<file path="src/rtl/div_pkg.sv">
// Shared definitions for the divide sequencer: FSM encoding, defaults and
// the signed-overflow operand check.
package div_pkg;

   typedef enum logic [1:0] {
      IDLE   = 2'd0,
      SETTLE = 2'd1,
      DONE   = 2'd2
   } state_e;

   localparam int unsigned SETTLE_CYCLES_DEFAULT = 4;
   localparam logic [31:0] INT_MIN               = 32'h8000_0000;

   // INT_MIN / -1 is the only signed quotient that does not fit in 32 bits.
   function automatic logic is_signed_ovf(input logic [31:0] rn,
                                          input logic [31:0] rm,
                                          input logic        mode);
      return (mode == 1'b0) && (rn == INT_MIN) && (rm == 32'hFFFF_FFFF);
   endfunction

endpackage

</file>
<file path="src/rtl/div_sequencer_if.sv">
// Request / divider / response bundle between the divide sequencer (slave)
// and its parent (master), which also owns the combinational divider.
interface div_sequencer_if;

   logic        req_valid;
   logic        req_ready;
   logic [31:0] req_rn;
   logic [31:0] req_rm;
   logic        req_mode;
   logic [3:0]  req_rd;

   logic [31:0] div_rn;
   logic [31:0] div_rm;
   logic        div_mode;
   logic [31:0] div_y;

   logic        rsp_valid;
   logic        rsp_ready;
   logic [31:0] rsp_result;
   logic [3:0]  rsp_rd;
   logic        rsp_dz;
   logic        rsp_ovf;

   logic        busy;

   modport slave (
      input  req_valid, req_rn, req_rm, req_mode, req_rd, div_y, rsp_ready,
      output req_ready, div_rn, div_rm, div_mode,
             rsp_valid, rsp_result, rsp_rd, rsp_dz, rsp_ovf, busy
   );

   modport master (
      output req_valid, req_rn, req_rm, req_mode, req_rd, div_y, rsp_ready,
      input  req_ready, div_rn, div_rm, div_mode,
             rsp_valid, rsp_result, rsp_rd, rsp_dz, rsp_ovf, busy
   );

endinterface

</file>
<file path="src/rtl/div_sequencer.sv">
// Divide sequencer: latches a request, holds the operands on the external
// combinational divider for SETTLE_CYCLES cycles, then captures the quotient.
// Divide-by-zero skips the wait; INT_MIN / -1 (signed) is forced to INT_MIN.
module div_sequencer
   import div_pkg::*;
#(
   parameter int unsigned SETTLE_CYCLES = SETTLE_CYCLES_DEFAULT
) (
   input  logic           clk,
   input  logic           reset_n,
   div_sequencer_if.slave bus
);

   localparam logic [3:0] CNT_LOAD = 4'(SETTLE_CYCLES - 1);

   state_e      state_q, state_d;
   logic [3:0]  cnt_q, cnt_d;
   logic [31:0] rn_q, rn_d;
   logic [31:0] rm_q, rm_d;
   logic        mode_q, mode_d;
   logic [3:0]  rd_q, rd_d;
   logic [31:0] result_q, result_d;
   logic        dz_q, dz_d;
   logic        ovf_q, ovf_d;
   logic        req_ready_c;
   logic        hs_c;
   logic        ovf_c;

   assign ovf_c = is_signed_ovf(rn_q, rm_q, mode_q);

   // Next-state, counter and datapath load decisions.
   always_comb begin
      state_d     = state_q;
      cnt_d       = cnt_q;
      rn_d        = rn_q;
      rm_d        = rm_q;
      mode_d      = mode_q;
      rd_d        = rd_q;
      result_d    = result_q;
      dz_d        = dz_q;
      ovf_d       = ovf_q;
      req_ready_c = 1'b0;
      hs_c        = 1'b0;

      case (state_q)
         IDLE: begin
            req_ready_c = 1'b1;
         end
         SETTLE: begin
            if (cnt_q == 4'd0) begin
               state_d  = DONE;
               result_d = ovf_c ? INT_MIN : bus.div_y;
               ovf_d    = ovf_c;
            end else begin
               cnt_d = cnt_q - 4'd1;
            end
         end
         DONE: begin
            // Retiring and accepting share one edge so there is no bubble.
            req_ready_c = bus.rsp_ready;
            if (bus.rsp_ready && !bus.req_valid) state_d = IDLE;
         end
         default: begin
            state_d = IDLE;
         end
      endcase

      hs_c = bus.req_valid && req_ready_c;
      if (hs_c) begin
         rn_d     = bus.req_rn;
         rm_d     = bus.req_rm;
         mode_d   = bus.req_mode;
         rd_d     = bus.req_rd;
         result_d = 32'd0;
         ovf_d    = 1'b0;
         dz_d     = (bus.req_rm == 32'd0);
         if (bus.req_rm == 32'd0) begin
            state_d = DONE;
         end else begin
            state_d = SETTLE;
            cnt_d   = CNT_LOAD;
         end
      end
   end

   // State and datapath registers; reset discards any in-flight operation.
   always_ff @(posedge clk or negedge reset_n) begin
      if (!reset_n) begin
         state_q  <= IDLE;
         cnt_q    <= 4'd0;
         rn_q     <= 32'd0;
         rm_q     <= 32'd0;
         mode_q   <= 1'b0;
         rd_q     <= 4'd0;
         result_q <= 32'd0;
         dz_q     <= 1'b0;
         ovf_q    <= 1'b0;
      end else begin
         state_q  <= state_d;
         cnt_q    <= cnt_d;
         rn_q     <= rn_d;
         rm_q     <= rm_d;
         mode_q   <= mode_d;
         rd_q     <= rd_d;
         result_q <= result_d;
         dz_q     <= dz_d;
         ovf_q    <= ovf_d;
      end
   end

   assign bus.req_ready  = req_ready_c;
   assign bus.div_rn     = rn_q;
   assign bus.div_rm     = rm_q;
   assign bus.div_mode   = mode_q;
   assign bus.rsp_valid  = (state_q == DONE);
   assign bus.rsp_result = result_q;
   assign bus.rsp_rd     = rd_q;
   assign bus.rsp_dz     = dz_q;
   assign bus.rsp_ovf    = ovf_q;
   assign bus.busy       = (state_q != IDLE);

endmodule

</file>
<file path="src/flat_wrapper.sv">
// flat-port wrapper written by rule: the top's interface ports become plain ports
module div_sequencer_flat import div_pkg::*;
#(
   parameter int unsigned SETTLE_CYCLES = SETTLE_CYCLES_DEFAULT
)
  (clk, reset_n, bus_req_valid, bus_req_rn, bus_req_rm, bus_req_mode, bus_req_rd, bus_div_y, bus_rsp_ready, bus_req_ready, bus_div_rn, bus_div_rm, bus_div_mode, bus_rsp_valid, bus_rsp_result, bus_rsp_rd, bus_rsp_dz, bus_rsp_ovf, bus_busy);
  div_sequencer_if bus_i ();
  input  logic clk;
  input  logic reset_n;
  input wire logic [$bits(bus_i.req_valid)-1:0] bus_req_valid;
  input wire logic [$bits(bus_i.req_rn)-1:0] bus_req_rn;
  input wire logic [$bits(bus_i.req_rm)-1:0] bus_req_rm;
  input wire logic [$bits(bus_i.req_mode)-1:0] bus_req_mode;
  input wire logic [$bits(bus_i.req_rd)-1:0] bus_req_rd;
  input wire logic [$bits(bus_i.div_y)-1:0] bus_div_y;
  input wire logic [$bits(bus_i.rsp_ready)-1:0] bus_rsp_ready;
  output wire logic [$bits(bus_i.req_ready)-1:0] bus_req_ready;
  output wire logic [$bits(bus_i.div_rn)-1:0] bus_div_rn;
  output wire logic [$bits(bus_i.div_rm)-1:0] bus_div_rm;
  output wire logic [$bits(bus_i.div_mode)-1:0] bus_div_mode;
  output wire logic [$bits(bus_i.rsp_valid)-1:0] bus_rsp_valid;
  output wire logic [$bits(bus_i.rsp_result)-1:0] bus_rsp_result;
  output wire logic [$bits(bus_i.rsp_rd)-1:0] bus_rsp_rd;
  output wire logic [$bits(bus_i.rsp_dz)-1:0] bus_rsp_dz;
  output wire logic [$bits(bus_i.rsp_ovf)-1:0] bus_rsp_ovf;
  output wire logic [$bits(bus_i.busy)-1:0] bus_busy;
  assign bus_i.req_valid = bus_req_valid;
  assign bus_i.req_rn = bus_req_rn;
  assign bus_i.req_rm = bus_req_rm;
  assign bus_i.req_mode = bus_req_mode;
  assign bus_i.req_rd = bus_req_rd;
  assign bus_i.div_y = bus_div_y;
  assign bus_i.rsp_ready = bus_rsp_ready;
  assign bus_req_ready = bus_i.req_ready;
  assign bus_div_rn = bus_i.div_rn;
  assign bus_div_rm = bus_i.div_rm;
  assign bus_div_mode = bus_i.div_mode;
  assign bus_rsp_valid = bus_i.rsp_valid;
  assign bus_rsp_result = bus_i.rsp_result;
  assign bus_rsp_rd = bus_i.rsp_rd;
  assign bus_rsp_dz = bus_i.rsp_dz;
  assign bus_rsp_ovf = bus_i.rsp_ovf;
  assign bus_busy = bus_i.busy;
  div_sequencer #(.SETTLE_CYCLES(SETTLE_CYCLES)) u_core (.clk(clk), .reset_n(reset_n), .bus(bus_i));
endmodule
</file>
<file path="config.mk">
export PLATFORM = sky130hd
export DESIGN_NAME = div_sequencer_flat
export DESIGN_NICKNAME = d
export VERILOG_FILES = /design/src/rtl/div_pkg.sv /design/src/rtl/div_sequencer_if.sv /design/src/rtl/div_sequencer.sv /design/src/flat_wrapper.sv
export SDC_FILE = /design/constraint.sdc
export NUM_CORES = 1
export LEC_CHECK = 0
export CAP_MARGIN = 5
export CORE_AREA = 2 2 110 112
export CTS_CLUSTER_SIZE = 12
export DETAILED_ROUTE_END_ITERATION = 8
export DIE_AREA = 0 0 112 114
export GPL_TIMING_DRIVEN = 0
export PLACE_DENSITY = 0.77
export SYNTH_ARGS = -nofsm -noshare
export SYNTH_HDL_FRONTEND = slang
export SYNTH_SLANG_ARGS = --single-unit
</file>
<file path="constraint.sdc">
create_clock -name clk -period 2.38 [get_ports clk]
set_input_delay 0.238 -clock clk [delete_from_list [all_inputs] [get_ports clk]]
set_output_delay 0.238 -clock clk [all_outputs]
set_load 0.03 [all_outputs]
</file>
## Word-level counts from Yosys, hierarchy flattened

Index checks and enable logic that the tools add are counted.

- Bits in registers: 109
- Latch bits: 0
- Bits in writable memories: 0
- Memory bits (read-only): 0
- Input port bits: 105
- Output and inout port bits: 106
- Word-level logic and storage cells: 48
- Memories kept: 0

- $add $sub $neg: 1
- $mul: 0
- Divide/modulo/power cells: 0
- Magnitude comparators: 0
- Eq/ne operators: 7
- Shift operators: 0
- Multiplexer cells: 17
- Bitwise logic cells: 1
- Reduce and logical (&&, ||, !) cells: 13

Operators with widths:

| kind | count |
|---|---|
| two-way mux 32 bit | 4 |
| equality test 32 bit, second input constant | 2 |
| logical NOT 32 bit | 1 |
| two-way mux 4 bit | 4 |
| two-way mux 2 bit | 4 |
| != test 3 x 1 -> 1 bit, second input constant | 2 |
| case mux 2 bit (3 select lines) | 1 |
| nonzero test 2 bit | 3 |
| logical AND 1 bit | 4 |
| logical NOT 4 bit | 1 |
| subtractor 4 x 1 -> 4 bit, second input constant | 1 |
| two-way mux 1 bit | 3 |
| AND reduction 3 bit | 1 |
| equality test 2 x 1 -> 1 bit, second input constant | 1 |
| equality test 2 bit, second input constant | 1 |
| logical NOT 2 bit | 1 |
| != test 2 x 1 -> 1 bit, second input constant | 1 |
| case mux 1 bit (2 select lines) | 1 |
| AND reduction 2 bit | 1 |
| logical NOT 1 bit | 1 |
| inverter 1 bit | 1 |

## Depth between registers and ports, before layout

Gate-level depths: netlist of run 1.

- Depth after elaboration: 7
- Gate-level depth with buffers: 7
- Depth with buffers taken out: 6

## Worst setup path after synthesis of run 1

Ideal clock, no wire load.

- Path type: register to register
- From: reg u_core.rn_q[6], in the netlist u_core.bus.div_rn[6]
- To: reg u_core.result_q[10], in the netlist u_core.bus.rsp_result[10]
- Setup time: 0.133 ns
- Data arrival time: 2.037 ns
- Data required time: 2.247 ns
- Setup slack: 0.210 ns
- Stages on the path, launching flop included: 6
- Path buffers: 1
- Clock period less this slack: 2.170 ns
- Path through: dfrtp_1 > or4_1 > or4_4 > buf_6 > o311ai_1 > nand3_1

- Word-level cells in the longest chain between the ends: 7

Ends and longest elaborated chain:

| what | RTL line | source |
|---|---|---|
| from (decl) | div_sequencer.sv:18 | `logic [31:0] rn_q, rn_d;` |
| from (signal assigned) | div_sequencer.sv:101 | `rn_q <= rn_d;` |
| equality test 32 bit | div_pkg.sv:18 | `return (mode == 1'b0) && (rn == INT_MIN) && (rm == 32'hFFFF_FFFF);` |
| logical AND 1 bit (2 in a row) | div_pkg.sv:18 |  |
| two-way mux 32 bit | div_sequencer.sv:52 | `result_d = ovf_c ? INT_MIN : bus.div_y;` |
| two-way mux 32 bit | div_sequencer.sv:50 | `if (cnt_q == 4'd0) begin` |
| two-way mux 32 bit | div_sequencer.sv:45 | `case (state_q)` |
| two-way mux 32 bit | div_sequencer.sv:69 | `if (hs_c) begin` |
| to (signal assigned) | div_sequencer.sv:105 | `result_q <= result_d;` |
| to (decl) | div_sequencer.sv:22 | `logic [31:0] result_q, result_d;` |

Every way passes these cells. The select of a mux whose other input is x is not followed.
A chain may end at the register's enable or synchronous reset.

## Worst setup path in the final report of run 1

- From: reg u_core.rn_q[6], in the netlist u_core.bus.div_rn[6]
- To: reg u_core.result_q[24], in the netlist u_core.bus.rsp_result[24]

The elaborated chain is that of the path after synthesis.

==> results by group, run 1 <==
Global route
  • Global-route wire length before repair: 23960 um
  • Vias in the first global route: 4577
  • Largest net degree at the start of global routing: 63
  • Gr usage total: 23.72%
  • Antenna violations before repair: 0
  • Gr ovfl total: 0

Finish
  • Commonest non-fill, non-tap cells in the layout: clkdlybuf4s50_1, dfrtp_1, mux2_2, nand2_1, nand3_1
  • Filler instances: 965
  • Layout Nets: 736
  • Antenna fix cells: 0
  • Commonest non-fill, non-tap cell in the layout: clkdlybuf4s50_1
  • Share of layout cells above drive strength 1: 16.69%
  • Area Growth Syn to Fin: 53.44%
  • Final std cells w/o fill: 782

Placed design
  • Placed insts: 765
  • Detail Placement HPWL: 11340 um
  • Global placer's final weighted congestion: 0.7959
  • Port Buffers: 210

Route
  • Antenna Nets Post-Route: 0
  • Drt first pass iters: 4
  • Wire length per cell: 19.04 um
  • Vias per Instance: 5.522
  • Drt drc: 0
  • Via count: 4318
  • Post-Route WL: 14890 um
  • Initial DRC count: 228

STA
  • Worst slew margin: 49.75%
  • Final worst path period need: 2271 ps
  • Fin. max-slew vios: 0
  • Fin. Hold Viols: 0
  • Period utilization: 95.42%
  • Worst Clk Skew: 9.657 ps
  • RSZ-0062 raised after global routing: false
  • Max Fclk: 0.4403 GHz
  • Endpoints failing setup: 0
  • Worst-margin pin slew: 746.8 ps

Hold path
  • HP Class: in -> async

Synth
  • Primary FF master, synth: dfrtp_1
  • Avg Cell Area, Syn: 12.06 um^2
  • Post-synth cell types: 39
  • Yosys top cell by area: dfrtp_1
  • Post-synthesis async set-or-reset flop share: 100.0%
  • Post-synthesis sequential area ratio: 55.58%
  • Mapped Area: 4907 um^2
  • Syn nets: 513
  • Post-synth top area share: 55.58%
  • Synth Warn #: 0
  • #FFs+latches synth: 109
  • Synth top area cells: dfrtp_1, mux2_2, o311ai_1
  • Number of synthesized flops with an enable pin: 0
  • Synthesized instance count: 407

Status
  • Status: complete, no violations

CTS
  • Clock sinks: 109
  • Worst-Skew Late Latency: 350 ps
  • Num CTS Buffers: 9
  • Clock buffer depth: 2
  • CTS tree: built
  • Root buf cell: clkbuf_16
  • Reg clk slew, reported paths: 70 ps
  • CTS H-tree lvls: 3

Pwr
  • Power per Cell Area: 1371 nW/um^2
  • Leak Pwr: 0.002980 uW
  • Total Power: 10320 uW
  • Worst IR Drop VDD: 0.0009085 V

Floorplan
  • Starting Density: 41.90%
  • Die extent in x: 112 um
  • Chip Height: 114 um
  • IO Count: 211
  • Core area: 11710 um^2
  • Row Count: 40
  • Die area: 12770 um^2

Flow run
  • Maximum Capacitance Violations: 0

Setup path
  • WS Path Type: reg -> reg
  • Critical Path RT: 2590 ps
  • Setup crit start kind: flip-flop
  • CP Data Arrival Time: 2480 ps
  • Crit-path max FO: 10
  • Setup crit end kind: flip-flop
[routing by layer]
| metal | up-vias | GRT usage (%) | wire, um |
|---|---|---|---|
| li1 | 2018 | - | - |
| met1 | 2106 | 29.43 | 6122 |
| met2 | 180 | 38.79 | 7114 |
| met3 | 14 | 9.564 | 1448 |
| met4 | 0 | 6.585 | 202 |
| met5 | - | 0 | 0 |
[final timing paths]
kind	from	end	slack (ps)	cells after the start
max	u_core.bus.div_rn[6]	u_core.bus.rsp_result[24]	110	5
min reg2reg	u_core.bus.rsp_result[9]	u_core.bus.rsp_result[9]	480	2
max in group asynchronous	reset_n	u_core.bus.div_rn[21]	1190	3
max reg2reg	u_core.bus.div_rn[6]	u_core.bus.rsp_result[24]	110	5
min	reset_n	u_core.bus.rsp_result[10]	460	2
min in group clk	u_core.bus.rsp_result[9]	u_core.bus.rsp_result[9]	480	2
[final cells by class]
| cell class | count | area [um^2] | area share (%) |
|---|---|---|---|
| flip-flops and latches | 109 | 2728 | 36.22 |
| repair buffers | 212 | 2137 | 28.38 |
| multi-input cells | 263 | 2037 | 27.05 |
| clock buffers | 13 | 260.3 | 3.456 |
| well taps | 147 | 183.9 | 2.443 |
| plain buffers | 31 | 148.9 | 1.977 |
| clock inverters | 3 | 20.02 | 0.2659 |
| inverters | 4 | 15.01 | 0.1994 |
[worst max-delay path, cell delays in order, from the launching register on]
cell and delay (ps):
dfrtp_1 390, or4_1 560, or4_4 570, buf_6 180, o311ai_1 300, nand3_1 130
[synth_stat cells, types with 4 or more instances]
| library cell | count |
|---|---|
| mux2_2 | 70 |
| o311ai_1 | 28 |
| nand2_1 | 41 |
| or4_1 | 4 |
| inv_1 | 4 |
| nor4_1 | 15 |
| dfrtp_1 | 109 |
| nand4_1 | 6 |
| nand3_1 | 33 |
| clkbuf_1 | 25 |
| o211ai_1 | 31 |
[sequential cells by signal (all words and copies together), names as in the netlist]
register,count
u_core.bus.div_mode,1
u_core.bus.div_rm,32
u_core.bus.div_rn,32
u_core.bus.rsp_dz,1
u_core.bus.rsp_ovf,1
u_core.bus.rsp_rd,4
u_core.bus.rsp_result,32
u_core.cnt_q,4
u_core.state_q,2
[report_power, final]
group	internal, uW	total [uW]	switching [uW]	leakage (uW)
Sequential	2720	3390	669	0.00133
Combinational	2470	5510	3030	0.00152
Clock	767	1430	662	0.000132
Total	5960	10300	4370	0.00298
[per-stage QoR]
step / cell area [um^2] / setup WS [ps] / utilization [%] / hold slack, ps / setup TNS (ps)
floorplan: 4907 / 209.5 / - / -57.59 / 0
global placement: 7193 / -2992 / 61.42 / 463.3 / -335710
detailed placement: 7218 / -241.1 / 61.63 / 302.7 / -11380
CTS: 7513 / 9.764 / 64.16 / 478.1 / 0
global route: 7530 / 11.87 / 64.29 / 493.5 / 0
finish: 7530 / 109.0 / 64.29 / 463.3 / 0
[what timing repair did]
item                       4_1_cts  5_1_grt
cloned                           0        0
resized for setup                1       12
setup buffers                    0        0
hold buffers                     1        0
setup endpoints to repair       26       94
pin swaps                        0        0
hold endpoints to repair        47        0
[cells by family (layout without fill, tap and decap cells)]
kind of cell             Yosys count  in the layout  synth area share, %
AO/OA/AOI/OAI                     73             73                12.03
XOR/XNOR                           1              1               0.1785
adder cells (fa/ha/maj)            1              1               0.2549
buffers and inverters             35            263                3.212
flip-flops                       109            109                55.58
multiplexers                      71             71                16.27
AND/OR/NAND/NOR                  117            117                12.47
Power figures use the tool's default switching activity.
==> run 2: changes to the inputs <==
--- a/config.mk
+++ b/config.mk
@@ -5,13 +5,15 @@
 export SDC_FILE = /design/constraint.sdc
 export NUM_CORES = 1
 export LEC_CHECK = 0
+export ABC_AREA = 1
 export CAP_MARGIN = 5
-export CORE_AREA = 2 2 110 112
+export CORE_AREA = 2 2 121 123
 export CTS_CLUSTER_SIZE = 12
 export DETAILED_ROUTE_END_ITERATION = 8
-export DIE_AREA = 0 0 112 114
+export DIE_AREA = 0 0 123 125
 export GPL_TIMING_DRIVEN = 0
-export PLACE_DENSITY = 0.77
+export PLACE_DENSITY = 0.64
+export SETUP_SLACK_MARGIN = 0.1
 export SYNTH_ARGS = -nofsm -noshare
 export SYNTH_HDL_FRONTEND = slang
 export SYNTH_SLANG_ARGS = --single-unit
==> run 2 against run 1 <==
  * Highest routed layer unchanged
  * Synthesized cell count increased by 29%
  * Sequential cell count unchanged
  * Utilization fell by 12 points
  * Area after synthesis is 2.1% lower
  * Largest power group unchanged
  * Total power rose by 0.42%
  * Sequential share of layout area is 0.36 points higher
  * Die area rose by 20%
  * Non-clock buffer count decreased by 13
  * Count of clock-buffer cells in the layout is 1 lower
  * Cell count up 20%
==> results by group, run 2 <==
Status
  • Status: complete, no violations (unchanged)

Synth
  • Post-synthesis sequential area ratio: 56.79% (was 55.58%)
  • Post-synthesis async set-or-reset flop share: 100.0% (unchanged)
  • Primary FF master, synth: dfrtp_1 (unchanged)
  • Mapped Area: 4803 um^2 (was 4907 um^2)
  • Synth Warn #: 0 (unchanged)
  • Most frequent cells after synthesis: nand2_1, dfrtp_1, nor2_1 (was dfrtp_1, mux2_2, nand2_1)
  • Avg Cell Area, Syn: 9.167 um^2 (was 12.06 um^2)
  • #FFs+latches synth: 109 (unchanged)
  • Synth top area cells: dfrtp_1, mux2_1, nand2_1 (was dfrtp_1, mux2_2, o311ai_1)
  • Number of synthesized flops with an enable pin: 0 (unchanged)
  • Post-synth top area share: 56.79% (was 55.58%)
  • Syn nets: 630 (was 513)
  • Post-synth cell types: 23 (was 39)
  • Count leader, synth: nand2_1 (was dfrtp_1)
  • Yosys top cell by area: dfrtp_1 (unchanged)
  • Synthesized instance count: 524 (was 407)

Route
  • Post-Route M1 WL: 5634 um (was 6122 um)
  • Wire length per cell: 14.04 um (was 19.04 um)
  • Met3 wire len: 1139 um (was 1448 um)
  • Via count: 4109 (was 4318)
  • Max Used Layer: met4 (unchanged)
  • Drt drc: 0 (unchanged)
  • Vias per Instance: 4.390 (was 5.522)
  • Drt first pass iters: 4 (unchanged)
  • Metal2 WL: 6218 um (was 7114 um)
  • Initial DRC count: 159 (was 228)
  • Post-Route WL: 13140 um (was 14890 um)
  • Antenna Nets Post-Route: 0 (unchanged)

STA
  • Final worst path period need: 1924 ps (was 2271 ps)
  • Worst-margin pin slew: 660.3 ps (was 746.8 ps)
  • Endpoints failing setup: 0 (unchanged)
  • Fin. max-slew vios: 0 (unchanged)
  • Worst slew margin: 55.98% (was 49.75%)
  • Final worst setup slack: 456.1 ps (was 109.0 ps)
  • Fin. Hold Viols: 0 (unchanged)
  • Period utilization: 80.84% (was 95.42%)
  • Worst Clk Skew: 9.073 ps (was 9.657 ps)
  • Max Fclk: 0.5198 GHz (was 0.4403 GHz)
  • RSZ-0062 raised after global routing: false (unchanged)

Floorplan
  • Row Count: 44 (was 40)
  • Starting Density: 33.82% (was 41.90%)
  • Die area: 15380 um^2 (was 12770 um^2)
  • IO Count: 211 (unchanged)
  • Core area: 14200 um^2 (was 11710 um^2)
  • Die extent in x: 123 um (was 112 um)
  • Chip Height: 125 um (was 114 um)

Setup path
  • WS Path Type: reg -> out (was reg -> reg)
  • Max stage delay on crit path: 690 ps (was 570 ps)
  • Setup crit end kind: output pin (was flip-flop)
  • Critical Path Slowest Stage Cell: clkdlybuf4s50_1 (was or4_4)
  • CP Data Arrival Time: 1690 ps (was 2480 ps)
  • Critical Path RT: 2140 ps (was 2590 ps)
  • CP cell instances: nand2_1 > inv_2 > nor2_4 > clkdlybuf4s50_1 (was or4_1 > or4_4 > buf_6 > o311ai_1 > nand3_1)
  • Crit-path max FO: 3 (was 10)
  • Setup crit start kind: flip-flop (unchanged)

Placed design
  • Global placer's final weighted congestion: 0.7584 (was 0.7959)
  • Area of placed instances: 7161 um^2 (was 7218 um^2)
  • Detail Placement HPWL: 10060 um (was 11340 um)
  • Place WS: 482.7 ps (was -241.1 ps)
  • Port Buffers: 210 (unchanged)

Pwr
  • Seq pwr share: 32.9% (was 32.8%)
  • Combinational power share: 52.9% (was 53.3%)
  • Int Pwr: 5896 uW (was 5956 uW)
  • Leak Pwr: 0.003561 uW (was 0.002980 uW)
  • Power per Cell Area: 1390 nW/um^2 (was 1371 nW/um^2)
  • Clk pwr share: 14.2% (was 13.8%)
  • Sw Share: 43.11% (was 42.30%)
  • NetSw: 4467 uW (was 4365 uW)
  • Worst IR Drop VDD: 0.0008327 V (was 0.0009085 V)

CTS
  • Root buf cell: clkbuf_16 (unchanged)
  • Clock buffer depth: 2 (unchanged)
  • CTS H-tree lvls: 3 (unchanged)
  • Clock sinks: 109 (unchanged)
  • Num CTS Buffers: 9 (unchanged)
  • Hold Buf Count CTS: 1 (unchanged)
  • Reg clk slew, reported paths: 70 ps (about the same)
  • # Post-CTS Setup Buffers: 0 (unchanged)
  • Worst-Skew Late Latency: 350 ps (about the same)
  • CTS tree: built (unchanged)
  • # resized after CTS: 0 (was 1)

Finish
  • Design Area, Final: 7456 um^2 (was 7530 um^2)
  • Commonest non-fill, non-tap cell in the layout: clkdlybuf4s50_1 (unchanged)
  • Commonest non-fill, non-tap cells in the layout: clkdlybuf4s50_1, nand2_1, dfrtp_1, nor2_1, inv_1 (was clkdlybuf4s50_1, dfrtp_1, mux2_2, nand2_1, nand3_1)
  • Share of layout cells above drive strength 1: 4.920% (was 16.69%)
  • Layout Nets: 853 (was 736)
  • Area Growth Syn to Fin: 55.22% (was 53.44%)
  • Antenna fix cells: 0 (unchanged)
  • Core Util, Final: 52.49% (was 64.29%)

Global route
  • Largest net degree at the start of global routing: 61 (was 63)
  • Antenna violations before repair: 0 (unchanged)
  • Gr ovfl total: 0 (unchanged)
  • Gr usage total: 17.74% (was 23.72%)
  • Vias in the first global route: 4211 (was 4577)
  • Global-route wire length before repair: 21360 um (was 23960 um)

Flow run
  • Maximum Capacitance Violations: 0 (unchanged)

Hold path
  • HP Class: in -> reg (was in -> async)
==> run 2: layout make-up <==
type,count,area [um^2]
Fill cell,1297,6748
Sequential cell,109,2728
Timing Repair Buffer,212,2137
Multi-Input combinational cell,328,1719
Inverter,69,259.0
Clock buffer,12,236.5
Tap cell,184,230.2
Buffer,18,97.59
Clock inverter,4,48.80
==> run 2: final timing paths <==
check                                    from                       end  slack [ps]  cells after the start
max                         u_core.state_q[1]             bus_req_ready         460                      4
min                            bus_req_rm[22]     u_core.bus.div_rm[22]         450                      3
max reg2reg                   u_core.cnt_q[0]  u_core.bus.rsp_result[8]         520                     10
min reg2reg                u_core.bus.rsp_ovf        u_core.bus.rsp_ovf         480                      2
max in group asynchronous             reset_n     u_core.bus.div_rm[20]        1160                      3
min in group asynchronous             reset_n     u_core.bus.div_rn[21]         490                      2
==> run 2: cell families (layout without fill, tap and decap cells) <==
kind of cell	after synthesis	in the layout	synth area share (%)
AND/OR/NAND/NOR	254	254	20.84
flip-flops	109	109	56.79
buffers and inverters	87	315	7.424
multiplexers	53	53	12.43
AO/OA/AOI/OAI	19	19	2.084
adder cells (fa/ha/maj)	1	1	0.2604
XOR/XNOR	1	1	0.1824
==> run 2: metrics by stage <==
stage | cells | power [uW] | TNS [ps] | hold WS (ps)
final | 936 | 10360 | 0 | 453.5
after global routing | 936 | 11020 | 0 | 467.9
after CTS | 936 | 10510 | 0 | 440.8
after detailed placement | 919 | 8969 | 0 | 315.6
after global placement | 918 | 8851 | -343650 | 464.0
after floorplan | 524 | 6437 | 0 | -57.59
==> run 2: power groups by stage <==
stage          Sequential, uW  Clock [uW]  Combinational, uW
4_1_cts                  3420        1530               5550
3_3_place_gp             3390           0               5460
3_5_place_dp             3440           0               5530
2_1_floorplan            5050           0               1380
6_report                 3410        1480               5480
5_1_grt                  3560        1610               5860
==> run 2: worst max-delay path, delay by kind of cell, from the launching register on <==
| kind | cells | cell delay (ps) |
|---|---|---|
| flip-flops | 1 | 400 |
| AND/OR/NAND/NOR | 2 | 190 |
| buffers and inverters | 2 | 740 |
==> run 2: routing by layer <==
metal | track usage, % | up-vias
met3 | 7.071 | 12
met5 | 0 | -
met2 | 28.66 | 134
met1 | 22.37 | 1914
met4 | 3.944 | 0
li1 | - | 2049
==> edit, RTL diff (settings of run 2) <==
Take the reset off `result_q` and load it in a clocked block of its own.
--- a/src/rtl/div_sequencer.sv
+++ b/src/rtl/div_sequencer.sv
@@ -92,7 +92,6 @@
          rm_q     <= 32'd0;
          mode_q   <= 1'b0;
          rd_q     <= 4'd0;
-         result_q <= 32'd0;
          dz_q     <= 1'b0;
          ovf_q    <= 1'b0;
       end else begin
@@ -102,10 +101,13 @@
          rm_q     <= rm_d;
          mode_q   <= mode_d;
          rd_q     <= rd_d;
-         result_q <= result_d;
          dz_q     <= dz_d;
          ovf_q    <= ovf_d;
       end
+   end
+
+   always_ff @(posedge clk) begin
+      result_q <= result_d;
    end
 
    assign bus.req_ready  = req_ready_c;
Behaviour: differs if reset_n is asserted again (counterexample within 10 cycles, from zero or initial values and one cycle with reset_n low); with reset_n held inactive, the same outputs for 10 cycles.
==> edit against run 2 <==
- via count grew 17%
- sequential power shrank 2%
- sequential cell count is the same
- combinational power shrank 2%
- worst setup slack lost 0.014 ns
- synthesized area grew 1.6%
- first-iteration DRC count grew 20%
- routed wire length grew 12%
- design area grew 0.70%
- critical path depth is the same
- total power shrank 2.8%
- largest cell class unchanged
==> edit: results (changes against run 2) <==
The run finished with clean final reports. The logs give 31.20% (+2.5 points) for the met2 routing resource usage after global routing and 6.661% (-0.41 points) for the global-route met3 utilization. The total number of vias came out at 4791 (+17%). Xor and xnor area share after synthesis: 0.3590% (+0.18 points). The area share of fa/ha/maj cells after synthesis is 0.2564% (-0.0041 points). The number of nets in the finished design is 956 (+12%).

The cell count of the worst reg-to-reg path came out at 8 (-2). For the total met3 wirelength after detailed routing, the log shows 1373 um (+21%). The tools report the end of the worst register-to-register path as u_core.bus.rsp_result[29]$_SDFFE_PN0P_. The tools report the share of power burned in combinational logic as 53.2% (+0.3 points).

The setup skew after layout is 0.006471 ns (-0.002602 ns), and the number of cells produced by synthesis is 627 (+20%). Internal reg-to-reg setup slack: 0.77 ns (+0.25 ns). The global-route usage over all layers came out at 19.58% (+1.8 points). For the worst setup slack before clock tree synthesis, the log shows 0.5387 ns (+0.05592 ns). The minimum hold slack was 0.3813 ns (-0.07220 ns); the sequential area share after synthesis was 52.62% (-4.2 points).

The clock distribution power is 1380 uW (-7%), and the largest net degree at the start of global routing is 48 (-21%). The cell-internal power came out at 5598 uW (-5.1%). Worst-margin pin slew: 0.4425 ns (-0.2179 ns). The logs give 0.8683 (+14%) for the final estimated routing congestion in global placement and 23700 um (+11%) for the wire length of the first global-routing pass. The leakage power figure is 0.003331 uW (-6.5%).
==> edit: cell count changes after synthesis, sizes merged, moves of 5 or more <==
cell    before  now
nand2      156  245
nor2        78   49
dfxtp        0   32
inv         69   61
o21ai       15   40
o21bai       1   31
mux2        53    0
a21oi        2   33
nand4        5   11
nand3       13    8
buf         14   23
dfrtp      109   77
==> edit: cells by family after synthesis <==
| family | Yosys count |
|---|---|
| buffers and inverters | 91 |
| AOI/OAI and AO/OA | 107 |
| xor gates and xnor gates | 2 |
| DFF | 109 |
| and+or+nand+nor | 317 |
| adders and majority gates | 1 |
==> edit: final cells by class <==
type	count	area share [%]
multi-input cells	427	25.55
inverters	61	3.049
flip-flops and latches	109	34.19
clock buffers	16	3.483
plain buffers	30	2.200
well taps	184	3.066
repair buffers	212	28.46
==> edit: worst max-delay path: cells and delay by family, from the launching register on <==
family	cells	cell delay (ns)
buf+inv	2	0.79
simple gates	2	0.19
flops	1	0.37
